<file path="src/rtl/result_writer.sv">
// result_writer
//   Takes a raster-ordered (column fastest, then row) stream of result words
//   and writes each one to its row-major output-buffer address.
//   A 2-entry buffer sits between the accept side and the memory port so that
//   memory stalls are absorbed without dropping words. The block pulses done
//   once a full WIDTH x HEIGHT frame has been committed to memory.
//
// Ports
//   clk, rst          clock, synchronous active-high reset
//   start             arms one frame (honoured only in IDLE)
//   in_valid/in_data  upstream result word; in_ready is the accept handshake
//   mem_we/mem_addr/mem_wdata/mem_ack
//                     write port; a request holds until mem_we && mem_ack
//   col_cntr/row_cntr position of the next word to be accepted
//   busy              frame in progress (state != IDLE)
//   done              one-cycle pulse at frame completion
//   overrun_err       sticky: word offered while not accepting
module result_writer #(
    parameter int WIDTH     = 32,
    parameter int HEIGHT    = 32,
    parameter int DATA_W    = 32,
    parameter int ADDR_W    = 10,
    parameter int BASE_ADDR = 0,
    localparam int CW = (WIDTH  > 1) ? $clog2(WIDTH)  : 1,
    localparam int RW = (HEIGHT > 1) ? $clog2(HEIGHT) : 1
) (
    input  logic              clk,
    input  logic              rst,
    input  logic              start,
    input  logic              in_valid,
    input  logic [DATA_W-1:0] in_data,
    output logic              in_ready,
    output logic              mem_we,
    output logic [ADDR_W-1:0] mem_addr,
    output logic [DATA_W-1:0] mem_wdata,
    input  logic              mem_ack,
    output logic [CW-1:0]     col_cntr,
    output logic [RW-1:0]     row_cntr,
    output logic              busy,
    output logic              done,
    output logic              overrun_err
);

    typedef enum logic [1:0] {S_IDLE, S_RUN, S_DRAIN, S_DONE} state_t;

    state_t            state;
    logic [1:0]        count;       // occupied buffer entries (0..2)
    logic [1:0]        count_next;
    logic [ADDR_W-1:0] addr1;       // second buffer slot; head lives in mem_addr/mem_wdata
    logic [DATA_W-1:0] data1;
    logic              accept;
    logic              pop;
    logic              last;
    logic              col_last;
    logic              row_last;
    logic [ADDR_W-1:0] wr_addr;

    assign in_ready = (state == S_RUN) && (count != 2'd2);
    assign mem_we   = (count != 2'd0);
    assign busy     = (state != S_IDLE);
    assign done     = (state == S_DONE);
    assign accept   = in_valid && in_ready;
    assign pop      = mem_we && mem_ack;

    assign col_last = (col_cntr == CW'(WIDTH - 1));
    assign row_last = (row_cntr == RW'(HEIGHT - 1));
    assign last     = col_last && row_last;

    // Whole address expression is kept at ADDR_W so overflow wraps modulo 2^ADDR_W.
    assign wr_addr = ADDR_W'(BASE_ADDR) + ADDR_W'(row_cntr) * ADDR_W'(WIDTH)
                   + ADDR_W'(col_cntr);

    always_comb begin
        count_next = count;
        case ({accept, pop})
            2'b10:   count_next = count + 2'd1;
            2'b01:   count_next = count - 2'd1;
            default: count_next = count;
        endcase
    end

    // Two-entry buffer. The head is the registered memory request itself, so
    // it holds stable for as long as mem_ack stays low.
    always_ff @(posedge clk) begin
        if (rst) begin
            count     <= 2'd0;
            mem_addr  <= '0;
            mem_wdata <= '0;
            addr1     <= '0;
            data1     <= '0;
        end else begin
            count <= count_next;
            case ({accept, pop})
                2'b10: begin
                    if (count == 2'd0) begin
                        mem_addr  <= wr_addr;
                        mem_wdata <= in_data;
                    end else begin
                        addr1 <= wr_addr;
                        data1 <= in_data;
                    end
                end
                2'b01: begin
                    mem_addr  <= addr1;
                    mem_wdata <= data1;
                end
                // Push and pop together only happens at count 1: new word becomes head.
                2'b11: begin
                    mem_addr  <= wr_addr;
                    mem_wdata <= in_data;
                end
                default: ;
            endcase
        end
    end

    always_ff @(posedge clk) begin
        if (rst) begin
            state       <= S_IDLE;
            col_cntr    <= '0;
            row_cntr    <= '0;
            overrun_err <= 1'b0;
        end else begin
            case (state)
                S_IDLE: begin
                    if (start) begin
                        state       <= S_RUN;
                        col_cntr    <= '0;
                        row_cntr    <= '0;
                        overrun_err <= 1'b0;
                    end
                end
                S_RUN: begin
                    if (accept) begin
                        if (col_last) begin
                            col_cntr <= '0;
                            row_cntr <= row_last ? '0 : row_cntr + 1'b1;
                        end else begin
                            col_cntr <= col_cntr + 1'b1;
                        end
                        if (last) state <= S_DRAIN;
                    end
                end
                // Looking at the post-pop count lets DONE follow the final ack directly.
                S_DRAIN: if (count_next == 2'd0) state <= S_DONE;
                S_DONE:  state <= S_IDLE;
                default: state <= S_IDLE;
            endcase
            // A word offered outside RUN is dropped and flagged; this set wins
            // over the clear from a start in the same cycle.
            if (in_valid && state != S_RUN) overrun_err <= 1'b1;
        end
    end

endmodule

</file>
<file path="config.mk">
export PLATFORM = sky130hd
export DESIGN_NAME = result_writer
export DESIGN_NICKNAME = d
export VERILOG_FILES = /design/src/rtl/result_writer.sv
export SDC_FILE = /design/constraint.sdc
export NUM_CORES = 1
export LEC_CHECK = 0
export BUFFER_PORTS_ARGS = -buffer_cell sky130_fd_sc_hd__buf_2
export CAP_MARGIN = 20
export CORE_MARGIN = 4
export CORE_UTILIZATION = 40
export DETAILED_ROUTE_END_ITERATION = 10
export PLACE_DENSITY = 0.6
export SYNTH_ARGS = -nofsm -noshare
export SYNTH_HDL_FRONTEND = slang
export SYNTH_SLANG_ARGS = --single-unit
export TNS_END_PERCENT = 20
</file>
<file path="constraint.sdc">
create_clock -name clk -period 2.1 [get_ports clk]
set_input_delay 0.105 -clock clk [delete_from_list [all_inputs] [get_ports clk]]
set_output_delay 0.105 -clock clk [all_outputs]
set_load 0.05 [all_outputs]
</file>
Word level (Yosys, flattened, before mapping)
Cells that the tools add are included.
- add/sub/neg operators: 5
- equality and inequality tests: 16
- muxes and demuxes: 21
- bitwise logic cells: 1
- reduce and logical (&&, ||, !) cells: 20
- operator list (cell ; count):
    32-bit case mux with 3 select lines ; 1
    32-bit two-way mux ; 1
    5-bit two-way mux ; 6
    10-bit case mux with 3 select lines ; 1
    5-bit case mux with 2 select lines ; 2
    2-bit inequality test, second input constant ; 7
    10-bit by 5-bit adder with 10-bit output ; 1
    5-bit by 1-bit adder with 5-bit output, second input constant ; 2
    5-bit equality test, second input constant ; 2
    10-bit two-way mux ; 1
    2-bit nonzero test ; 5
    2-bit equality test, second input constant ; 4
    2-bit two-way mux ; 4
    2-bit case mux with 4 select lines ; 1
    4-bit AND reduction ; 2
    2-bit zero test ; 3
    2-bit AND reduction ; 3
    1-bit logical AND ; 5
    2-bit by 1-bit equality test with 1-bit output, second input constant ; 2
    2-bit case mux with 2 select lines ; 1
    1-bit two-way mux ; 3
    3-bit AND reduction ; 1
    3-bit nonzero test ; 1
    2-bit by 1-bit adder with 2-bit output, second input constant ; 1
    other kinds (3) ; 3
- register bits after elaboration: 99
- input port bits: 37
- output and inout bits: 57
- logic and storage cells: 72

Depth between registers and ports, before layout
- depth in word-level cells: 8
- mapped depth: 12

Worst setup path before layout
OpenSTA, ideal clock, no wires.
- path kind: register to register
- from: register col_cntr[0]
- to: register row_cntr[2]
- setup time: 0.096 ns
- arrival time: 2.135 ns
- path slack: -0.130 ns
- cell stages (with the launch flop): 7
- buffers on the path: 0
- cell sequence: dfxtp_1 ha_1 and3_1 ha_1 a31oi_4 or4_4 o41ai_2
- cells in the longest elaborated chain, start to end: 3
- ends and longest elaborated chain (what ; RTL line ; text):
    start, declared ; 37 ; output logic [CW-1:0] col_cntr,
    start signal, assigned ; 139 ; col_cntr <= col_cntr + 1'b1;
    5-bit equality test ; 65 ; assign col_last = (col_cntr == CW'(WIDTH - 1));
    2-bit inequality test (no line) ; -- ;
    4-bit AND reduction (no line) ; -- ;
    end signal, assigned ; 137 ; row_cntr <= row_last ? '0 : row_cntr + 1'b1;
    end, declared ; 38 ; output logic [RW-1:0] row_cntr,
Every way passes these cells.
A chain may end at the register's enable or synchronous reset.

Final worst setup path
- from: register state[1]
- to: register state[0]
- cells in the longest elaborated chain, start to end: 8
- ends and longest elaborated chain (what ; RTL line ; text):
    start, declared ; 46 ; state_t state;
    start signal, assigned ; 119 ; state <= S_IDLE;
    start signal, assigned ; 127 ; state <= S_RUN;
    start signal, assigned ; 141 ; if (last) state <= S_DRAIN;
    2-bit by 1-bit equality test with 1-bit output ; 58, 124 ;
    1-bit logical AND ; 58 ; assign in_ready = (state == S_RUN) && (count != 2'd2);
    1-bit logical AND ; 62 ; assign accept = in_valid && in_ready;
    2-bit by 1-bit equality test with 1-bit output / 2-bit equality test (equally long branches) ; 75 ; case ({accept, pop})
    2-bit case mux with 2 select lines ; 75 ;
    2-bit zero test ; 145 ; S_DRAIN: if (count_next == 2'd0) state <= S_DONE;
    2-bit inequality test (no line) ; -- ;
    4-bit AND reduction (no line) ; -- ;
Several ways; a longest one is shown, not always the timed one.

==> impl_metrics.ini <==
[outcome]
status = complete, no violations

[worst_setup_path]
critPathMaxFanout = 4
cp.required_ps = 2400
crit_arrival_ps = 2340
endpoint_kind = register
cp-start-kind = register
crit_type = reg -> reg

[global_routing]
grt_use_total = 0.1687
grt-ovfl-total = 0
antenna_found_initial = 0
grt_pass1_vias = 3606
grt_max_degree = 45
grt_pass1_wl_mm = 17.31

[final_layout]
area_delta_synth_final_pct = 31.14
fillCellCount = 992
stdcell_count = 748
nNetsFinal = 654
diodes = 0
layout-drive-gt1-share = 0.2467
layout_common_cells = 95 x dfxtp_1, 92 x buf_2, 89 x nand2_1
layout_commonest_cell = dfxtp_1

[synth]
synth_enable_flop_cells = 0
syn_area_mm2 = 0.004247
synth.avg_cell_area_um2 = 8.810
synth-seq-area-share = 0.4667
yosys_warnings = 0
async_flop_share = 0
ys_types = 43
synth_seq_cells = 99
syn_nets = 529
postSynthCellCount = 482
synthFlopType = dfxtp_1

[die]
dieArea_mm2 = 0.01233
dieHeight_um = 111.0
die_w_um = 111.0
ios = 94
rows = 37
initial_core_util = 0.4113
coreArea_mm2 = 0.01032

[route]
wl_per_cell_um = 13.78
drt_iter0_drc = 185
vias = 3739
wl_mm = 10.31
drt_pass1_iterations = 5
drc = 0
routed_via_density = 4.999
final_antenna_net_count = 0

[sta]
fmax_ghz = 0.4909
hold_violations = 0
slew_headroom = 0.6771
fin_crit_sh = 0.9701
layout_setup_ws_ps = 62.86
clock_skew_ps = 14.01
layout_min_cycle_time_ps = 2037
finalMaxSlewViolations = 0
setup_viol = 0
worst_pin_slew_ps = 484.4

[power]
powerDensity_mw_per_mm2 = 1396
ir_worst_vdd_mv = 1.170
leakage_nw = 2.183

[clock_tree]
h-tree-depth = 3
cts.sinks = 99
ctsRootBufferMaster = clkbuf_8
clk_pin_slew_ps = 100
cts_max_path_buffers = 2
clock_latency_ps = 370
cts_tree = built
cts_made_buffers = 9

[hold_path]
hold_path_class = in -> reg

[place]
gp_congestion = 0.8114
port_buffers = 93
dp_hpwl_mm = 6.791
place_ws_ps = 29.94
place_inst = 698

[run]
cap_violations = 0
## logic make-up (layout without fill, tap and decap cells)
kind of cell    after synthesis  after routing  synth area share
simple gates                169            169            0.1741
compound gates              114            114            0.1777
flops                        99             99            0.4667
buf+inv                      45            175           0.04655
mux                          43             43            0.1014
fa+ha+maj                    10             10           0.02946
xor+xnor                      2              2          0.004126
## final cells by class
cell class / instances / area, µm² / share of cell area
clock buffers: 9 / 123.9 / 0.02224
clock inverters: 7 / 92.59 / 0.01663
inverters: 9 / 33.78 / 0.006066
multi-input cells: 338 / 2108 / 0.3786
flip-flops and latches: 99 / 1987 / 0.3568
well taps: 136 / 170.2 / 0.03055
repair buffers: 150 / 1054 / 0.1892
## path summary, 6_finish.rpt
kind | cells past startpoint | from | to | slack (ps)
min reg2reg | 2 | addr1[7] | addr1[7] | 460
min | 4 | start | overrun_err | 70
max | 10 | state[1] | state[0] | 60
max reg2reg | 10 | state[1] | state[0] | 60
## critical path: stages (launching register included)
cell      delay, ps
dfxtp_2         340
inv_1            50
ha_1            190
and2_4          140
nand2_2          80
ha_4            210
nor4bb_2        280
nor4b_1          80
nor3_1          310
buf_4           170
o211a_1         120
## routing by layer
metal,track usage,part of all wire,up-vias,routed length [µm]
met1,0.2255,0.48,1714,4989
met2,0.2658,0.46,75,4723
met4,0.05515,0.0092,0,95
met3,0.04476,0.049,11,501
met5,0,0,-,0
li1,-,-,1939,-
## where the power goes
group          switching [mW]  internal [mW]  total, mW  leakage [nW]
clock network           0.673          0.669       1.34         0.113
registers               0.219           2.29       2.51         0.807
logic                    2.67           1.25       3.92          1.26
## state kept, by name, summed over array words and instances, names as in the netlist
register     flops
addr1           10
data1           32
col_cntr         5
count            2
state            2
row_cntr         5
overrun_err      1
mem_addr        10
mem_wdata       32
## timing repair
item | 4_1_cts | 5_1_grt
endpoints found under the setup margin | 0 | 3
resized for setup | 0 | 6
hold buffers | 33 | 0
endpoints found under the hold margin | 39 | 0
setup buffers | 0 | 1
## synth_stat cells, types with 2 or more instances
cell type | instances | area [µm²]
buf_4 | 3 | 22.52
nor4bb_1 | 2 | 20.02
nand2_1 | 91 | 341.6
nand2b_1 | 2 | 12.51
nand4_1 | 4 | 25.02
inv_1 | 9 | 33.78
clkbuf_1 | 17 | 63.81
nor4b_1 | 2 | 17.52
o21ai_0 | 4 | 20.02
a22oi_1 | 2 | 15.01
buf_1 | 2 | 7.510
mux2i_1 | 43 | 430.4
o31ai_1 | 6 | 45.04
ha_1 | 10 | 125.1
or3_1 | 2 | 12.51
a211oi_1 | 42 | 315.3
nand3_1 | 2 | 10.01
a21oi_1 | 50 | 250.2
nor3_1 | 2 | 10.01
nor2b_1 | 2 | 12.51
dfxtp_1 | 99 | 1982
nor2_1 | 46 | 172.7
buf_2 | 14 | 70.07
or4_1 | 3 | 22.52
and2_1 | 3 | 18.77
and3_1 | 3 | 18.77
## per-stage QoR
step	instance area (µm²)	setup TNS, ps	util	power [mW]	hold WS, ps
floorplan	4249	-823.9	-	5.362	241.0
global placement	4991	0	0.4835	6.324	358.4
detailed placement	4991	0	0.4835	6.402	363.7
CTS	5538	0	0.5364	7.792	59.68
global route	5569	-27.32	0.5395	8.258	108.2
finish	5569	0	0.5395	7.772	68.64
(Power assumes the default switching activity.)
